[src/rtl/cpu_ctrl_pkg.sv]
// cpu_ctrl_pkg: shared encodings for the multicycle CPU control unit.
//   state_t  - FSM state encoding (S_RST = 0)
//   OP_*     - opcode constants (IR[15:12])
//   BC_*     - branch condition codes (IR[11:8])
//   ALU_*    - ALU function select (sel1)
//   ctrl_t   - full control word driven onto the datapath strobes
package cpu_ctrl_pkg;

    // 18 states are needed, so the encoding is 5 bits wide.
    typedef enum logic [4:0] {
        S_RST = 5'd0,
        S_F0, S_F1, S_F2,
        S_I0, S_I1,
        S_DEC,
        S_A0, S_A1, S_A2,
        S_L0, S_L1, S_L2,
        S_M0, S_S1, S_S2,
        S_B0,
        S_HLT
    } state_t;

    localparam logic [3:0] OP_NOP = 4'h0;
    localparam logic [3:0] OP_ALU = 4'h1;
    localparam logic [3:0] OP_LD  = 4'h3;
    localparam logic [3:0] OP_ST  = 4'h4;
    localparam logic [3:0] OP_LDI = 4'h7;
    localparam logic [3:0] OP_BR  = 4'h8;
    localparam logic [3:0] OP_HLT = 4'hF;

    localparam logic [3:0] BC_ALW = 4'd0;
    localparam logic [3:0] BC_Z   = 4'd1;
    localparam logic [3:0] BC_C   = 4'd2;
    localparam logic [3:0] BC_S   = 4'd3;
    localparam logic [3:0] BC_V   = 4'd4;

    localparam logic [1:0] ALU_ADD = 2'b00;
    localparam logic [1:0] ALU_SUB = 2'b01;
    localparam logic [1:0] ALU_AND = 2'b10;
    localparam logic [1:0] ALU_OR  = 2'b11;

    typedef struct packed {
        logic       mem_rd;
        logic       mem_wr;
        logic       ldbuf;
        logic       ldflags;
        logic       ldpc;
        logic       ld2;
        logic       ldtemp;
        logic       ldmar;
        logic       ldmdr;
        logic       ldir;
        logic       tpc;
        logic       tr2;
        logic       ttemp;
        logic       tmar;
        logic       tmdr2x;
        logic       tmdr;
        logic       add;
        logic       transx;
        logic       rdr;
        logic       wr;
        logic       rmdri;
        logic       rmdrx;
        logic [1:0] sel1;
        logic       halted;
    } ctrl_t;

    // Branch resolution; codes above BC_V are never taken.
    function automatic logic br_taken(input logic [3:0] cond,
                                      input logic s, input logic v,
                                      input logic z, input logic c);
        logic t;
        case (cond)
            BC_ALW:  t = 1'b1;
            BC_Z:    t = z;
            BC_C:    t = c;
            BC_S:    t = s;
            BC_V:    t = v;
            default: t = 1'b0;
        endcase
        return t;
    endfunction

endpackage

[src/rtl/cpu_ctrl_outdec.sv]
// cpu_ctrl_outdec: combinational decode of FSM state to the control word.
//   state   in  current FSM state
//   alu_op  in  IR[1:0], used as ALU function in S_A1
//   mem_rdy in  memory done; gates the MDR load in read states
//   ctrl    out control word (every strobe not listed for a state is 0)
module cpu_ctrl_outdec
    import cpu_ctrl_pkg::*;
(
    input  state_t     state,
    input  logic [1:0] alu_op,
    input  logic       mem_rdy,
    output ctrl_t      ctrl
);

    always_comb begin
        ctrl = '0;
        case (state)
            S_F0, S_L0: begin
                ctrl.tpc   = 1'b1;
                ctrl.ldmar = 1'b1;
            end
            // Read request held until mem_rdy; MDR captures external data
            // only on the completing cycle.
            S_F1, S_L1: begin
                ctrl.tmar   = 1'b1;
                ctrl.mem_rd = 1'b1;
                if (mem_rdy) begin
                    ctrl.rmdrx = 1'b1;
                    ctrl.ldmdr = 1'b1;
                end
            end
            S_F2: begin
                ctrl.tmdr = 1'b1;
                ctrl.ldir = 1'b1;
            end
            S_I0: begin
                ctrl.tpc   = 1'b1;
                ctrl.ldbuf = 1'b1;
            end
            S_I1: begin
                ctrl.tr2  = 1'b1;
                ctrl.add  = 1'b1;
                ctrl.sel1 = ALU_ADD;
                ctrl.ldpc = 1'b1;
            end
            S_A0: begin
                ctrl.rdr = 1'b1;
                ctrl.ld2 = 1'b1;
            end
            S_A1: begin
                ctrl.rdr     = 1'b1;
                ctrl.transx  = 1'b1;
                ctrl.add     = 1'b1;
                ctrl.sel1    = alu_op;
                ctrl.ldtemp  = 1'b1;
                ctrl.ldflags = 1'b1;
            end
            S_A2: begin
                ctrl.ttemp  = 1'b1;
                ctrl.transx = 1'b1;
                ctrl.wr     = 1'b1;
            end
            S_L2: begin
                ctrl.tmdr2x = 1'b1;
                ctrl.transx = 1'b1;
                ctrl.wr     = 1'b1;
            end
            S_M0: begin
                ctrl.rdr   = 1'b1;
                ctrl.ldmar = 1'b1;
            end
            S_S1: begin
                ctrl.rdr    = 1'b1;
                ctrl.transx = 1'b1;
                ctrl.rmdri  = 1'b1;
                ctrl.ldmdr  = 1'b1;
            end
            S_S2: begin
                ctrl.tmar   = 1'b1;
                ctrl.tmdr   = 1'b1;
                ctrl.mem_wr = 1'b1;
            end
            S_B0: begin
                ctrl.rdr  = 1'b1;
                ctrl.ldpc = 1'b1;
            end
            S_HLT: ctrl.halted = 1'b1;
            default: ;
        endcase
    end

endmodule

[src/rtl/cpu_control_unit.sv]
// cpu_control_unit: multicycle control FSM for CPUdatapath.
//   clk, rst              clock, synchronous active-high reset
//   IRout                 instruction register contents
//   Sout/Vout/Zout/Cout   latched datapath flags (branch conditions)
//   mem_rdy               memory handshake completion
//   mem_rd, mem_wr        memory request, held until mem_rdy
//   ld*, T*, add, transx,
//   rdR, wR, rMDRi, rMDRX,
//   sel1                  datapath strobes (decoded in cpu_ctrl_outdec)
//   halted                high while parked in S_HLT
module cpu_control_unit
    import cpu_ctrl_pkg::*;
(
    input  logic        clk,
    input  logic        rst,
    input  logic [15:0] IRout,
    input  logic        Sout,
    input  logic        Vout,
    input  logic        Zout,
    input  logic        Cout,
    input  logic        mem_rdy,
    output logic        mem_rd,
    output logic        mem_wr,
    output logic        ldbuf,
    output logic        ldflags,
    output logic        ldPC,
    output logic        ld2,
    output logic        ldtemp,
    output logic        ldMAR,
    output logic        ldMDR,
    output logic        ldIR,
    output logic        TPC,
    output logic        Tr2,
    output logic        Ttemp,
    output logic        TMAR,
    output logic        TMDR2X,
    output logic        TMDR,
    output logic        add,
    output logic        transx,
    output logic        rdR,
    output logic        wR,
    output logic        rMDRi,
    output logic        rMDRX,
    output logic [1:0]  sel1,
    output logic        halted
);

    state_t state_q, state_d;
    // Set while executing LDI: the PC-increment pair after S_L2 must
    // return to fetch instead of falling into decode again.
    logic   ldi_ret_q, ldi_ret_d;
    ctrl_t  ctrl;

    logic [3:0] opcode;
    logic [3:0] cond;
    assign opcode = IRout[15:12];
    assign cond   = IRout[11:8];

    // rd/rs fields are consumed by the datapath, not by this block.
    logic ir_unused;
    assign ir_unused = ^IRout[7:2];

    always_ff @(posedge clk) begin
        if (rst) begin
            state_q   <= S_RST;
            ldi_ret_q <= 1'b0;
        end else begin
            state_q   <= state_d;
            ldi_ret_q <= ldi_ret_d;
        end
    end

    always_comb begin
        state_d   = state_q;
        ldi_ret_d = ldi_ret_q;
        case (state_q)
            S_RST: state_d = S_F0;
            S_F0:  state_d = S_F1;
            S_F1:  if (mem_rdy) state_d = S_F2;
            S_F2:  state_d = S_I0;
            S_I0:  state_d = S_I1;
            S_I1: begin
                if (ldi_ret_q) begin
                    state_d   = S_F0;
                    ldi_ret_d = 1'b0;
                end else begin
                    state_d = S_DEC;
                end
            end
            S_DEC: begin
                case (opcode)
                    OP_ALU: state_d = S_A0;
                    OP_LDI: begin
                        state_d   = S_L0;
                        ldi_ret_d = 1'b1;
                    end
                    OP_LD, OP_ST: state_d = S_M0;
                    OP_BR: state_d = br_taken(cond, Sout, Vout, Zout, Cout)
                                     ? S_B0 : S_F0;
                    OP_HLT: state_d = S_HLT;
                    default: state_d = S_F0;
                endcase
            end
            S_A0: state_d = S_A1;
            S_A1: state_d = S_A2;
            S_A2: state_d = S_F0;
            S_L0: state_d = S_L1;
            S_L1: if (mem_rdy) state_d = S_L2;
            S_L2: state_d = ldi_ret_q ? S_I0 : S_F0;
            // S_M0 is shared by LD and ST; IR is stable so re-decode here.
            S_M0: state_d = (opcode == OP_ST) ? S_S1 : S_L1;
            S_S1: state_d = S_S2;
            S_S2: if (mem_rdy) state_d = S_F0;
            S_B0: state_d = S_F0;
            S_HLT: state_d = S_HLT;
            default: state_d = S_RST;
        endcase
    end

    cpu_ctrl_outdec u_outdec (
        .state   (state_q),
        .alu_op  (IRout[1:0]),
        .mem_rdy (mem_rdy),
        .ctrl    (ctrl)
    );

    assign mem_rd  = ctrl.mem_rd;
    assign mem_wr  = ctrl.mem_wr;
    assign ldbuf   = ctrl.ldbuf;
    assign ldflags = ctrl.ldflags;
    assign ldPC    = ctrl.ldpc;
    assign ld2     = ctrl.ld2;
    assign ldtemp  = ctrl.ldtemp;
    assign ldMAR   = ctrl.ldmar;
    assign ldMDR   = ctrl.ldmdr;
    assign ldIR    = ctrl.ldir;
    assign TPC     = ctrl.tpc;
    assign Tr2     = ctrl.tr2;
    assign Ttemp   = ctrl.ttemp;
    assign TMAR    = ctrl.tmar;
    assign TMDR2X  = ctrl.tmdr2x;
    assign TMDR    = ctrl.tmdr;
    assign add     = ctrl.add;
    assign transx  = ctrl.transx;
    assign rdR     = ctrl.rdr;
    assign wR      = ctrl.wr;
    assign rMDRi   = ctrl.rmdri;
    assign rMDRX   = ctrl.rmdrx;
    assign sel1    = ctrl.sel1;
    assign halted  = ctrl.halted;

endmodule
[config.mk]
export PLATFORM = sky130hd
export DESIGN_NAME = cpu_control_unit
export DESIGN_NICKNAME = d
export VERILOG_FILES = /design/src/rtl/cpu_ctrl_pkg.sv /design/src/rtl/cpu_ctrl_outdec.sv /design/src/rtl/cpu_control_unit.sv
export SDC_FILE = /design/constraint.sdc
export NUM_CORES = 1
export LEC_CHECK = 0
export BUFFER_PORTS_ARGS = -buffer_cell sky130_fd_sc_hd__buf_4
export CORE_ASPECT_RATIO = 0.9
export CORE_MARGIN = 5
export CORE_UTILIZATION = 40
export CTS_BUF_LIST = sky130_fd_sc_hd__clkbuf_8
export CTS_CLUSTER_DIAMETER = 120
export DETAILED_ROUTE_END_ITERATION = 16
export HOLD_SLACK_MARGIN = 0.12
export PLACE_DENSITY_LB_ADDON = 0.12
export SLEW_MARGIN = 10
export SYNTH_ARGS = -nofsm -noshare
export SYNTH_HDL_FRONTEND = slang
export SYNTH_SLANG_ARGS = --single-unit
[constraint.sdc]
create_clock -name clk -period 2.6 [get_ports clk]
set_clock_uncertainty 0.2 [all_clocks]
set_input_delay 0.26 -clock clk [delete_from_list [all_inputs] [get_ports clk]]
set_output_delay 0.26 -clock clk [all_outputs]
set_load 0.01 [all_outputs]
==> flow_summary_export.csv, run 1 <==
group,metric,value,unit
outcome,status,"finished clean",
grt,track_usage,17.6,%
cts,post-cts-setup-buffers,0,
pwr,power_density,487,nW/um^2
cts,root_buffer,"clkbuf_8",
synthesis,synth_flop_cell,"dfxtp_1",
timing,rsz0062_at_grt,"no",
floorplanning,core,2200,um^2
setup_path,critical_path.cell_chain,"inv_1 -> a2111oi_0 -> buf_4",
worst_hold_path,hp-class,"primary input to register",
pwr,switching_power,258,uW
pwr,total_leakage_power,0.000583,uW
grt,grt_pass1_wl,4820,um
grt,grt.overflow.total,0,
synthesis,synth.area.mux_share,3.36,%
synthesis,synth_top_family_by_area,"simple AND/OR/NAND/NOR gates",
pwr,vdd_drop_max,0.448,mV
timing,slew_violations,0,
drt,antenna_left,0,
synthesis,synth_top_area_share,12.9,%
timing,fin_crit_sh,89.5,%
synthesis,synth-xor-area-share,3.76,%
cts,tritoncts,"done",
drt,vias,1149,
floorplanning,rows,16,
synthesis,yosysSeqAreaShare,12.9,%
floorplanning,die_h,55.8,um
setup_path,critPathLaunch,"state_q[3]$_SDFFE_PP0P_",
synthesis,synthDistinctLibCells,47,
final_layout,drive_above_1_share,32.8,%
setup_path,crit_path_end,"transx",
setup_path,cp_max_fo,21,
drt,wl_per_cell,13.8,um
drt,drt-total-wl,2810,um
worst_hold_path,hold_start,"mem_rdy",
cts,clock_path_buffers,2,
job,drv_cap,0,
pwr,p_seq_share,24.6,%
setup_path,r2r_end,"state_q[4]$_SDFFE_PP0P_",
setup_path,r2r_start,"state_q[2]$_SDFFE_PP0P_",
setup_path,crit_required,2140,ps
drt,drt-initial-drc-count,30,
pwr,pwr-share-comb,53.4,%
setup_path,reg2reg_slack,540,ps
synthesis,ys_ff_latch,6,
cts,clock_latency,220,ps
setup_path,worstPathArrival,1870,ps
placed_design,port_buffers,41,
setup_path,reg2reg_depth,5,
grt,grt_max_degree,22,
timing,fin_crit,2330,ps
pwr,switching_share,41.0,%
synthesis,yosysWarnings,0,
synthesis,synth_simple_gate_area_share,40.6,%
pwr,power_frac_clock,22.0,%
synthesis,netlist_area,931,um^2
final_layout,antenna_cells,0,
final_layout,final_cell_mix,"buf_4 (44), nor2_1 (18), nand2_1 (11)",
synthesis,syn_inst,141,
timing,fin_setup_tns,0,ps
floorplanning,dieWidth,60.9,um
synthesis,yosysTopAreaCell,"dfxtp_1",
setup_path,critical_path_class,"register to primary output",
setup_path,crit_path_max_incr_delay,760,ps
timing,finalHoldViolations,0,
final_layout,syn2layout_area_growth,38.6,%
final_layout,final_common_cell,"buf_4",
floorplanning,initial_core_util,42.3,%
synthesis,synth_compound_area_share,31.3,%
final_layout,finalNetCount,202,
timing,setup_viol,0,
setup_path,cp-end-kind,"primary output",
cts,cts.sinks,6,
floorplanning,fp.dieArea,3390,um^2
drt,drc,0,
timing,slew_headroom,53.4,%
grt,grt_pass1_vias,1076,
drt,drtPass1Iterations,4,
grt,antenna_found_initial,0,
pwr,intPower,370,uW
timing,max_freq,430,MHz
cts,numCtsBuffers,3,
synthesis,synthTopCellsByArea,"dfxtp_1 (13%), nor2_1 (7.3%), a21oi_1 (4.8%)",
synthesis,synth-adder-area-share,0,%
floorplanning,ios,48,
placed_design,gp_congestion,0.874,
setup_path,critPathLaunchType,"register",
synthesis,syn_area_per_cell,6.60,um^2
timing,setup_slack,274,ps
setup_path,cp_slowest_cell,"dfxtp_1",
synthesis,synth-edff-count,0,
final_layout,fillCellCount,214,
placed_design,dp_cells,200,
synthesis,async_flop_share,0,%
placed_design,preCtsSetupSlack,529,ps
cts,clkSlewWorstSetupHoldPaths,30,ps
cts,cts_max_level,1,
drt,viasPerCell,5.63,
placed_design,dp_hpwl,2260,um
synthesis,syn_nets,164,
timing,worstMarginPinSlew,698,ps
final_layout,stdcell_count,204,
## layout make-up
class / count / area (um^2) / share of cell area, %
clock buffers: 3 / 41.3 / 3.20
inverters: 5 / 18.8 / 1.45
multi-input cells: 118 / 736 / 57.0
flip-flops and latches: 6 / 120 / 9.31
well taps: 27 / 33.8 / 2.62
repair buffers: 45 / 340 / 26.4
## worst min-delay path by stage
stage | end | slack, ps | cells past startpoint
after global routing | state_q[2]$_SDFFE_PP0P_ | 220 | 3
final | state_q[2]$_SDFFE_PP0P_ | 190 | 3
after detailed placement | ldi_ret_q$_SDFFE_PP0P_ | 300 | 2
after CTS | state_q[2]$_SDFFE_PP0P_ | 190 | 3
after floorplan | ldi_ret_q$_SDFFE_PP0P_ | 130 | 1
after global placement | ldi_ret_q$_SDFFE_PP0P_ | 290 | 2
## state kept, by name, indices dropped and copies added, names as in the netlist
register and cells:
ldi_ret_q 1, state_q 5
## kinds of logic (layout without fill, tap and decap cells)
family	count (synthesis)	after routing
AOI/OAI and AO/OA	40	40
muxes	3	3
xor gates and xnor gates	4	4
and+or+nand+nor	71	71
DFF	6	6
buffers and inverters	17	53
## repair_timing
action | CTS | global route
hold endpoints to repair | 3 | 0
hold buffers | 1 | 0
resized for setup | 0 | 0
setup endpoints to repair | 0 | 0
## cells in the mapped netlist, types with 3 or more instances
| master | count |
|---|---|
| and2_1 | 4 |
| nand3_1 | 3 |
| a21oi_1 | 9 |
| dfxtp_1 | 6 |
| nor3b_1 | 4 |
| a22oi_1 | 3 |
| clkbuf_1 | 9 |
| nor2_1 | 18 |
| nand2_1 | 11 |
| nor2b_1 | 6 |
| nor3_1 | 7 |
| inv_1 | 5 |
| o21ai_0 | 6 |
| or2_2 | 5 |
| nand2b_1 | 5 |
## power by group through the flow
stage	Sequential, uW	Combinational, uW	Clock (uW)
after floorplan	114	247	0
after global placement	155	330	0
after detailed placement	155	333	0
after CTS	154	336	138
after global routing	161	370	144
final	155	335	138
## critical path: cells and delay by family, from the launching register on
family,cells,cell delay (ps)
DFF,1,760
AOI/OAI and AO/OA,1,430
buffers and inverters,2,440
## per-stage QoR
step           area [um^2]  total power [uW]  hold slack, ps  utilization (%)
6_report              1290               628             187             58.6
5_1_grt               1290               674             219             58.6
4_1_cts               1290               627             189             58.6
3_5_place_dp          1240               487             299             56.3
3_3_place_gp          1240               484             291             56.3
2_1_floorplan          931               361             132                -
## layer usage
metal  GRT usage [%]  routed length, um  part of all wire (%)  vias up
li1                -                  -                     -      581
met1            23.8               1280                    46      537
met2            28.9               1350                    48       27
met3            2.78                153                   5.4        4
met4            3.72                 23                  0.82        0
met5               0                  0                     0        -
Note: power is estimated with default switching activity, not from simulation.
==> run 2: changes to the inputs <==
--- a/config.mk
+++ b/config.mk
@@ -8,2 +8,3 @@
 export BUFFER_PORTS_ARGS = -buffer_cell sky130_fd_sc_hd__buf_4
+export CAP_MARGIN = 20
 export CORE_ASPECT_RATIO = 0.9
==> constraint.sdc (replaced) <==
create_clock -name clk -period 2.6 [get_ports clk]
set_clock_uncertainty 0.2 [all_clocks]
set_input_delay 0.39 -clock clk [delete_from_list [all_inputs] [get_ports clk]]
set_output_delay 0.39 -clock clk [all_outputs]
set_load 0.01 [all_outputs]
==> flow_summary_export.csv, run 2 (synthesis results as in run 1) <==
group,metric,value,unit
floorplanning,dieWidth,60.9,um
floorplanning,ios,48,
pwr,switching_share,41.8,%
placed_design,preCtsSetupSlack,431,ps
placed_design,dp_hpwl,2260,um
floorplanning,fp.dieArea,3390,um^2
grt,grt_pass1_wl,4640,um
cts,post-cts-setup-buffers,0,
final_layout,final_util,58.1,%
floorplanning,core,2200,um^2
placed_design,gp_congestion,0.871,
setup_path,crit_required,2010,ps
drt,drc,0,
final_layout,largest_reg_flops,5,
drt,drt-total-wl,2830,um
setup_path,worstPathArrival,1820,ps
pwr,power_density,490,nW/um^2
timing,finalHoldViolations,0,
job,drv_cap,0,
timing,slew_headroom,60.2,%
cts,cts.repair.resized,0,
pwr,p_seq_share,25.0,%
grt,grt.overflow.total,0,
setup_path,critPathLaunchType,"register",
pwr,vdd_drop_max,0.446,mV
timing,setup_slack,191,ps
pwr,pwr-share-comb,52.4,%
cts,cts.sinks,6,
final_layout,finalNetCount,201,
final_layout,top_regs,"state_q x5, ldi_ret_q x1",
cts,clkSlewWorstSetupHoldPaths,40,ps
setup_path,cp-end-kind,"primary output",
final_layout,final_area,1280,um^2
drt,wl_per_cell,13.9,um
final_layout,fillCellCount,219,
pwr,switching_power,262,uW
timing,worstMarginPinSlew,596,ps
setup_path,crit_path_max_incr_delay,680,ps
cts,tritoncts,"done",
final_layout,final_cell_mix,"buf_4 (44), nor2_1 (18), nand2_1 (11)",
drt,drt-initial-drc-count,47,
timing,max_freq,415,MHz
placed_design,port_buffers,41,
grt,track_usage,16.9,%
setup_path,critical_path.cell_chain,"inv_1 -> a2111oi_0 -> buf_4",
final_layout,final_common_cell,"buf_4",
cts,cts_hold_buf,0,
cts,cts_max_level,1,
final_layout,syn2layout_area_growth,37.5,%
floorplanning,initial_core_util,42.3,%
setup_path,critical_path_class,"register to primary output",
grt,grt_pass1_vias,1035,
worst_hold_path,hp-class,"primary input to register",
drt,drtPass1Iterations,4,
pwr,intPower,365,uW
timing,setup_viol,0,
timing,slew_violations,0,
drt,viasPerCell,5.65,
drt,vias,1147,
floorplanning,die_h,55.8,um
timing,fin_setup_tns,0,ps
cts,numCtsBuffers,3,
timing,fin_crit,2410,ps
floorplanning,rows,16,
timing,rsz0062_at_grt,"no",
setup_path,cp_slowest_cell,"dfxtp_1",
cts,root_buffer,"clkbuf_8",
grt,antenna_found_initial,0,
final_layout,antenna_cells,0,
outcome,status,"finished clean",
grt,grt_max_degree,20,
drt,antenna_left,0,
placed_design,place_area,1240,um^2
cts,clock_path_buffers,2,
pwr,total_leakage_power,0.000580,uW
setup_path,cp_max_fo,17,
pwr,power_frac_clock,22.6,%
timing,fin_crit_sh,92.7,%
final_layout,largest-register,"state_q",
cts,clock_latency,230,ps
final_layout,drive_above_1_share,33.0,%
timing,fin_hold_ws,187,ps
## run 2: cell types whose count changed in the layout (fill, tap and decap cells not counted)
cell	change
dlygate4sd3_1	-1
## run 2: layout make-up
| cell class | instances | area (um^2) | area share (%) |
|---|---|---|---|
| Clock buffer | 3 | 41.3 | 3.23 |
| Inverter | 5 | 18.8 | 1.47 |
| Multi-Input combinational cell | 118 | 736 | 57.5 |
| Sequential cell | 6 | 120 | 9.38 |
| Tap cell | 27 | 33.8 | 2.64 |
| Timing Repair Buffer | 44 | 330 | 25.8 |
## run 2: final timing paths
check | slack (ps) | cells after the start | start | end
setup / recovery | 190 | 3 | state_q[3]$_SDFFE_PP0P_ | transx
hold / removal | 190 | 2 | rst | ldi_ret_q$_SDFFE_PP0P_
setup reg to reg | 520 | 5 | state_q[2]$_SDFFE_PP0P_ | state_q[3]$_SDFFE_PP0P_
hold reg to reg | 420 | 2 | ldi_ret_q$_SDFFE_PP0P_ | ldi_ret_q$_SDFFE_PP0P_
## run 2: worst max-delay path, delay by kind of cell, from the launching register on
kind                   cells  cell delay (ps)
flip-flops                 1              680
buffers and inverters      2              440
AO/OA/AOI/OAI              1              460
## run 2: metal layers
metal	wire, um	vias up	track usage [%]
met5	0	-	0
met4	0	0	2.79
met3	176	0	3.02
met2	1360	38	28.4
met1	1290	533	22.5
li1	-	576	-
## run 2: power groups by stage
| stage | logic, uW | clock network (uW) | registers (uW) |
|---|---|---|---|
| after CTS | 328 | 142 | 155 |
| after detailed placement | 327 | 0 | 156 |
| after floorplan | 247 | 0 | 114 |
| final | 329 | 142 | 157 |
| after global routing | 364 | 149 | 163 |
| after global placement | 323 | 0 | 156 |
## run 2: through the flow
| stage | cells | total power [uW] |
|---|---|---|
| 3_3_place_gp | 200 | 479 |
| 4_1_cts | 203 | 625 |
| 6_report | 203 | 627 |
| 3_5_place_dp | 200 | 483 |
| 5_1_grt | 203 | 676 |
| 2_1_floorplan | 141 | 361 |
